<file path="config.mk">
export PLATFORM = sky130hd
export DESIGN_NAME = gio_shiftout
export DESIGN_NICKNAME = d
export VERILOG_FILES = /design/src/rtl/gio_shiftout.sv
export SDC_FILE = /design/constraint.sdc
export NUM_CORES = 1
export LEC_CHECK = 0
export CORE_UTILIZATION = 45
export CTS_CLUSTER_SIZE = 12
export DETAILED_ROUTE_END_ITERATION = 16
export PLACE_DENSITY = 0.68
export SYNTH_ARGS = -nofsm -noshare
export SYNTH_HDL_FRONTEND = slang
export SYNTH_SLANG_ARGS = --single-unit
</file>
<file path="constraint.sdc">
create_clock -name clk -period 4.9 [get_ports clk]
set_input_delay 0.98 -clock clk [delete_from_list [all_inputs] [get_ports clk]]
set_output_delay 0.98 -clock clk [all_outputs]
set_load 0.01 [all_outputs]
</file>
<file path="src/rtl/gio_shiftout.sv">
// rtl/gio_shiftout.sv - serializes a parallel output port into a 74HC595-style shift register
module gio_shiftout #(
    parameter int WIDTH     = 8,
    parameter int CLKDIV    = 4,
    parameter int MSB_FIRST = 1
) (
    input  logic             clk,
    input  logic             rst,
    input  logic [WIDTH-1:0] pdata,
    input  logic             force_req,
    output logic             busy,
    output logic             sr_data,
    output logic             sr_clk,
    output logic             sr_latch
);

    localparam int DW = (CLKDIV > 1) ? $clog2(CLKDIV) : 1;
    localparam int BW = (WIDTH > 1) ? $clog2(WIDTH) : 1;
    localparam logic [DW-1:0] DIV_LAST = DW'(CLKDIV - 1);
    localparam logic [BW-1:0] BIT_LAST = BW'(WIDTH - 1);

    typedef enum logic [1:0] {
        IDLE,
        SHIFT_LO,
        SHIFT_HI,
        LATCH
    } state_t;

    state_t           state, state_nx;
    logic [WIDTH-1:0] shreg, shreg_nx;
    logic [WIDTH-1:0] shadow, shadow_nx;
    logic [BW-1:0]    bitcnt, bitcnt_nx;
    logic [DW-1:0]    divcnt, divcnt_nx;
    logic             init, init_nx;
    logic             pend, pend_nx;
    logic             busy_nx, sr_data_nx, sr_clk_nx, sr_latch_nx;
    logic             div_done;
    logic [WIDTH-1:0] shreg_adv;

    function automatic logic lead_bit(input logic [WIDTH-1:0] v);
        return (MSB_FIRST != 0) ? v[WIDTH-1] : v[0];
    endfunction

    // The bit on the wire is always the leading end of shreg; advancing drops it.
    assign shreg_adv = (MSB_FIRST != 0) ? (shreg << 1) : (shreg >> 1);
    assign div_done  = (divcnt == DIV_LAST);

    always_ff @(posedge clk or posedge rst) begin
        if (rst) begin
            state    <= IDLE;
            shreg    <= '0;
            shadow   <= '0;
            bitcnt   <= '0;
            divcnt   <= '0;
            init     <= 1'b1;
            pend     <= 1'b0;
            busy     <= 1'b0;
            sr_data  <= 1'b0;
            sr_clk   <= 1'b0;
            sr_latch <= 1'b0;
        end else begin
            state    <= state_nx;
            shreg    <= shreg_nx;
            shadow   <= shadow_nx;
            bitcnt   <= bitcnt_nx;
            divcnt   <= divcnt_nx;
            init     <= init_nx;
            pend     <= pend_nx;
            busy     <= busy_nx;
            sr_data  <= sr_data_nx;
            sr_clk   <= sr_clk_nx;
            sr_latch <= sr_latch_nx;
        end
    end

    always_comb begin
        state_nx    = state;
        shreg_nx    = shreg;
        shadow_nx   = shadow;
        bitcnt_nx   = bitcnt;
        divcnt_nx   = divcnt;
        init_nx     = init;
        pend_nx     = pend;
        busy_nx     = busy;
        sr_data_nx  = sr_data;
        sr_clk_nx   = sr_clk;
        sr_latch_nx = sr_latch;

        case (state)
            IDLE: begin
                if (init || pend || force_req || (pdata != shadow)) begin
                    shreg_nx   = pdata;
                    shadow_nx  = pdata;
                    init_nx    = 1'b0;
                    pend_nx    = 1'b0;
                    busy_nx    = 1'b1;
                    bitcnt_nx  = BIT_LAST;
                    divcnt_nx  = '0;
                    sr_data_nx = lead_bit(pdata);
                    state_nx   = SHIFT_LO;
                end
            end
            SHIFT_LO: begin
                if (div_done) begin
                    divcnt_nx = '0;
                    sr_clk_nx = 1'b1;
                    state_nx  = SHIFT_HI;
                end else begin
                    divcnt_nx = divcnt + DW'(1);
                end
            end
            SHIFT_HI: begin
                if (div_done) begin
                    divcnt_nx = '0;
                    sr_clk_nx = 1'b0;
                    if (bitcnt == '0) begin
                        sr_latch_nx = 1'b1;
                        state_nx    = LATCH;
                    end else begin
                        bitcnt_nx  = bitcnt - BW'(1);
                        shreg_nx   = shreg_adv;
                        sr_data_nx = lead_bit(shreg_adv);
                        state_nx   = SHIFT_LO;
                    end
                end else begin
                    divcnt_nx = divcnt + DW'(1);
                end
            end
            LATCH: begin
                if (div_done) begin
                    divcnt_nx   = '0;
                    sr_latch_nx = 1'b0;
                    busy_nx     = 1'b0;
                    state_nx    = IDLE;
                end else begin
                    divcnt_nx = divcnt + DW'(1);
                end
            end
            default: state_nx = IDLE;
        endcase

        // A resend requested mid-transfer is remembered and honoured once back in IDLE.
        if (state != IDLE && force_req) begin
            pend_nx = 1'b1;
        end
    end

endmodule

</file>
# Word-level counts from Yosys, hierarchy flattened
# Index checks and enable logic that the tools add are counted.
# word_totals
reg_bits	28
n_memories	0
latch_bits	0
word_cells	77
in_bits	11
romBits	0
mem_bits_rw	0
# classes
n_div	0
eq_ne	11
bitwise_logic	0
multipliers	0
muxes	32
shifts	0
add_sub_neg	2
reduce_logical	21
n_lt_le_gt_ge	0
# ops
op	n
7-bit two-way mux	3
2-bit two-way mux	7
7-bit case mux with 2 select lines	1
2-bit nonzero test	7
2-bit inequality test, second input constant	6
4-bit AND reduction	3
1-bit two-way mux	11
3-bit two-way mux	3
8-bit inequality test	1
1-bit case mux with 2 select lines	4
2-bit case mux with 4 select lines	1
2-bit equality test, second input constant	3
3-bit case mux with 2 select lines	1
3-bit AND reduction	2
2-bit case mux with 2 select lines	1
2-bit AND reduction	2
3-bit logical NOT	1
1-bit logical OR	3
3-bit OR reduction	1
3-bit by 1-bit subtractor with 3-bit output, second input constant	1
2-bit by 1-bit adder with 2-bit output, second input constant	1
2-bit by 1-bit equality test with 1-bit output, second input constant	1
2-bit logical NOT	1
1-bit logical AND	1

# Depth between registers and ports, before layout
# logic_depth
depth_word	6
depth_mapped	7

# Worst setup path after synthesis
# No wires, ideal clock.
# synth_timing
path_kind	in2reg
from	input pdata[0]
to	register shadow[7]
path_slack_ps	2777
t_arrival_ps	1998
cell_stages	5
path_buffers	1
cell_sequence	xor2_1 > nor4_4 > buf_6 > a31oi_4 > mux2_4
# synth_via
elab_chain_len	3
# synth_lines
item	line_no	text
start, declared	9	input logic [WIDTH-1:0] pdata,
8-bit inequality test	91	if (init || pend || force_req || (pdata != shadow)) begin
1-bit logical OR	91	
2-bit AND reduction (no source line)	--	
end signal, assigned	64	shadow <= shadow_nx;
end, declared	31	logic [WIDTH-1:0] shadow, shadow_nx;
# Every way passes these cells.
# A chain may end at the register's enable or synchronous reset.

# Final worst setup path
# layout_timing
from	input pdata[5]
to	register shreg[0]
# layout_via
elab_chain_len	4
# layout_lines
item	line_no	text
8-bit inequality test	91	
1-bit logical OR	91	
2-bit inequality test (no source line)	--	
4-bit AND reduction (no source line)	--	
end signal, assigned	63	shreg <= shreg_nx;
end, declared	30	logic [WIDTH-1:0] shreg, shreg_nx;
# Every way passes these cells.

==> run summary <==
The run finished with clean final reports. The post-synthesis sequential area ratio came out at 44.1%. The routed wire length came out at 3260 um. STA classifies the critical path endpoint as a flip-flop. By area, the combinational part of the netlist is dominated by compound AO/OA/AOI/OAI gates. The die covers 3780 um2.

The register bit total from synthesis is 28. In the layout the commonest cells are 27 x sky130_fd_sc_hd__dfrtp_1, 25 x sky130_fd_sc_hd__nand2_1, 14 x sky130_fd_sc_hd__clkdlybuf4s50_1. The worst path arrival time came out at 2900 ps. For this run, the total global-route usage over all layers was measured as 20.4%. After layout, the minimum clock period comes to 2680 ps. Derived from the worst setup path, the maximum achievable clock frequency is 373 MHz. The post-route core utilization came out at 52.2%. In this run the number of H-tree levels came out at 1. The number of nets handed over by synthesis was 185. The floorplan step set the die width to 61.5 um. In this run, placement finished with an instance count of 219. The number of buffers added by the clock tree synthesis step is 3. The setup skew after layout is 5.98 ps. The cell area after placement came out at 1730 um2. For this design the ratio of total power to cell area is 535 nW/um2. The cell at the root of the clock tree is sky130_fd_sc_hd__clkbuf_4. The final number of setup-violating endpoints is 0. The count of antenna-violating nets left after detailed routing is 0. The final cell count without fillers came out at 223.

Each instance of the synthesized netlist takes up on average 9.31 um2. The clock-pin slew on the worst setup and hold paths came out at 150 ps. The number of gates resized after CTS came out at 0.

The number of antenna diodes is 0. The post-CTS setup-driven buffer insertion count is 0. The number of antenna violations at the first check in global routing came out at 0. The CTS sink count came out at 28. After global routing the overflow that remains totals 0. The placer congestion estimate came out at 0.817. The detailed router placed 1273 vias in this run. The count of warnings emitted by yosys came out at 0. After routing the design area is 1760 um2. The normalized max-slew margin came out at 29.0%. The number of global-route vias before repair came out at 1275. At the worst endpoint, the required time is 5120 ps. The initialized floorplan defines 21 standard-cell rows.

The most frequently used flop master after synthesis is sky130_fd_sc_hd__dfrtp_1. Across the whole layout, storage elements account for 702 um2. The largest fanout on the critical path is 11. The clock insertion delay at the later pin of the skew report came out at 330 ps. The largest net degree at the start of global routing is 29. The worst hold path belongs to the class flip-flop to flip-flop.

Compared with the post-synthesis result, the final layout area differs by 10.3%. The cell area that synthesis handed to floorplanning was 1590 um2. The initial standard-cell utilization of the core is 47.3%.

The placeable core area is 3360 um2. The complex-gate fraction of the synthesized area came out at 20.4%. The first-pass GRT wire length is 5710 um. The critical path is of the primary input to flip-flop type. The count of different cell masters after synthesis is 40.

The synthesized netlist devotes 4.40% of its cell area to XOR and XNOR gates. Across the VDD grid, the largest voltage drop is 0.227 mV. Measured along the y axis, the die boundary spans 61.5 um. The number of enable-type register cells in the synthesized netlist is 0. The synthesized netlist devotes 2.36% of its cell area to adder and majority cells. The number of buffers inserted for hold repair after clock tree synthesis came out at 0. The post-route clock period utilization is 54.7%. The final-report max-slew violation count is 0. TritonCTS built the clock tree. The final net count is 192. The HPWL after detailed placement is 2210 um. Dividing the detail-routed via count by the number of cells gives 5.71. The total DRC errors in the routed layout came out at 0. The layout has 328 filler cells. For this run, asynchronously set or reset flops after synthesis account for 100%. The cell count after synthesis came out at 171. The leakage power came out at 0.764 nW.

The area used by multi-input combinational logic came out at 773 um2. The number of I/O port buffers is 14. The final-report hold violation count is 0. The violation count after the first detailed-routing iteration came out at 105.

The number of iterations in the first detailed-routing pass is 4. The final routed wire length divided by cell count is 14.6 um. The library cell used most frequently in the layout, excluding fill and tap cells, is sky130_fd_sc_hd__dfrtp_1.

STA classifies the critical path startpoint as a primary input. The buffer levels on the longest clock path is 2. Summing the areas of all and, or, nand and nor instances in the mapped netlist gives 19.6% of the synthesized area. The actual slew at the worst max-slew pin is 1060 ps.

For the final routed database, the setup TNS stands at 0 ps. Setup repair after global routing left no endpoint under its margin. The I/O pin count is 15. Cells with a size suffix above 1 make up 7.91% of the layout. The multiplexer share of the synthesized area came out at 1.89%. The number of max-capacitance violations reported is 0.
[power breakdown]
part           total, W  internal [W]  leakage [nW]  switching, W
clock          0.000101     0.0000320        0.0150     0.0000690
combinational  0.000411      0.000199         0.419      0.000212
sequential     0.000427      0.000329         0.330     0.0000983
total          0.000940      0.000560         0.764      0.000380
[kinds of logic after synthesis]
logic type                 count (synthesis)
and+or+nand+nor                           60
AOI/OAI and AO/OA                         45
DFF                                       28
buffers and inverters                     25
xor gates and xnor gates                   8
adders and majority gates                  3
muxes                                      2
[worst max-delay path, cell delays in order]
cell                              delay (ps)
sky130_fd_sc_hd__clkdlybuf4s50_1         460
sky130_fd_sc_hd__xor2_1                  210
sky130_fd_sc_hd__nor4_4                  610
sky130_fd_sc_hd__and3_1                  490
sky130_fd_sc_hd__o22ai_1                 160
[layer usage]
| metal | GRT usage, % | wire length, um | vias to the layer above |
|---|---|---|---|
| met5 | 0 | 0 | - |
| met4 | 8.89 | 42 | 0 |
| met3 | 2.52 | 169 | 4 |
| met2 | 32.0 | 1550 | 40 |
| met1 | 28.4 | 1500 | 601 |
| li1 | - | - | 628 |
[synth_stat cells, types with 4 or more instances]
| library cell | n | share of area (%) |
|---|---|---|
| sky130_fd_sc_hd__nor2_1 | 6 | 1.4 |
| sky130_fd_sc_hd__o21ai_0 | 11 | 3.5 |
| sky130_fd_sc_hd__a221oi_1 | 4 | 2.2 |
| sky130_fd_sc_hd__inv_1 | 11 | 2.6 |
| sky130_fd_sc_hd__o311a_1 | 6 | 3.8 |
| sky130_fd_sc_hd__nand4_1 | 7 | 2.8 |
| sky130_fd_sc_hd__dfrtp_1 | 27 | 42 |
| sky130_fd_sc_hd__xor2_1 | 8 | 4.4 |
| sky130_fd_sc_hd__buf_2 | 5 | 1.6 |
| sky130_fd_sc_hd__nor3_1 | 8 | 2.5 |
| sky130_fd_sc_hd__a21oi_1 | 9 | 2.8 |
| sky130_fd_sc_hd__clkbuf_1 | 5 | 1.2 |
| sky130_fd_sc_hd__nand2_1 | 25 | 5.9 |
[layout make-up]
type                    count  share of cell area (%)
multi-input cells         118                    44.0
flip-flops and latches     28                    40.0
clock buffers               4                    1.50
inverters                  11                    2.35
repair buffers             16                    8.84
well taps                  46                    3.28
[state kept, by name, indices dropped and copies added, names as in the netlist]
signal	count
sr_data	1
busy	1
bitcnt	3
shadow	8
sr_latch	1
sr_clk	1
divcnt	2
state	2
init	1
shreg	7
pend	1
[through the flow]
step           total power [W]  worst slack [ps]  hold WS, ps
3_5_place_dp          0.000842              1880          483
2_1_floorplan         0.000760              2780          459
4_1_cts               0.000943              2250          518
3_3_place_gp          0.000821              1950          475
6_report              0.000940              2220          515
5_1_grt                0.00102              2120          531
[worst paths after layout]
check	startpoint	to	slack (ps)	cells past startpoint
min in group asynchronous	rst	shadow[4]	1180	2
max in group asynchronous	rst	shadow[0]	3080	2
worst max register to register	divcnt[0]	shreg[5]	2880	5
worst max-delay path	pdata[5]	shreg[0]	2220	5
worst min register to register	shadow[4]	shadow[4]	520	2
worst min-delay path	shadow[4]	shadow[4]	520	2
(Power assumes the default switching activity.)
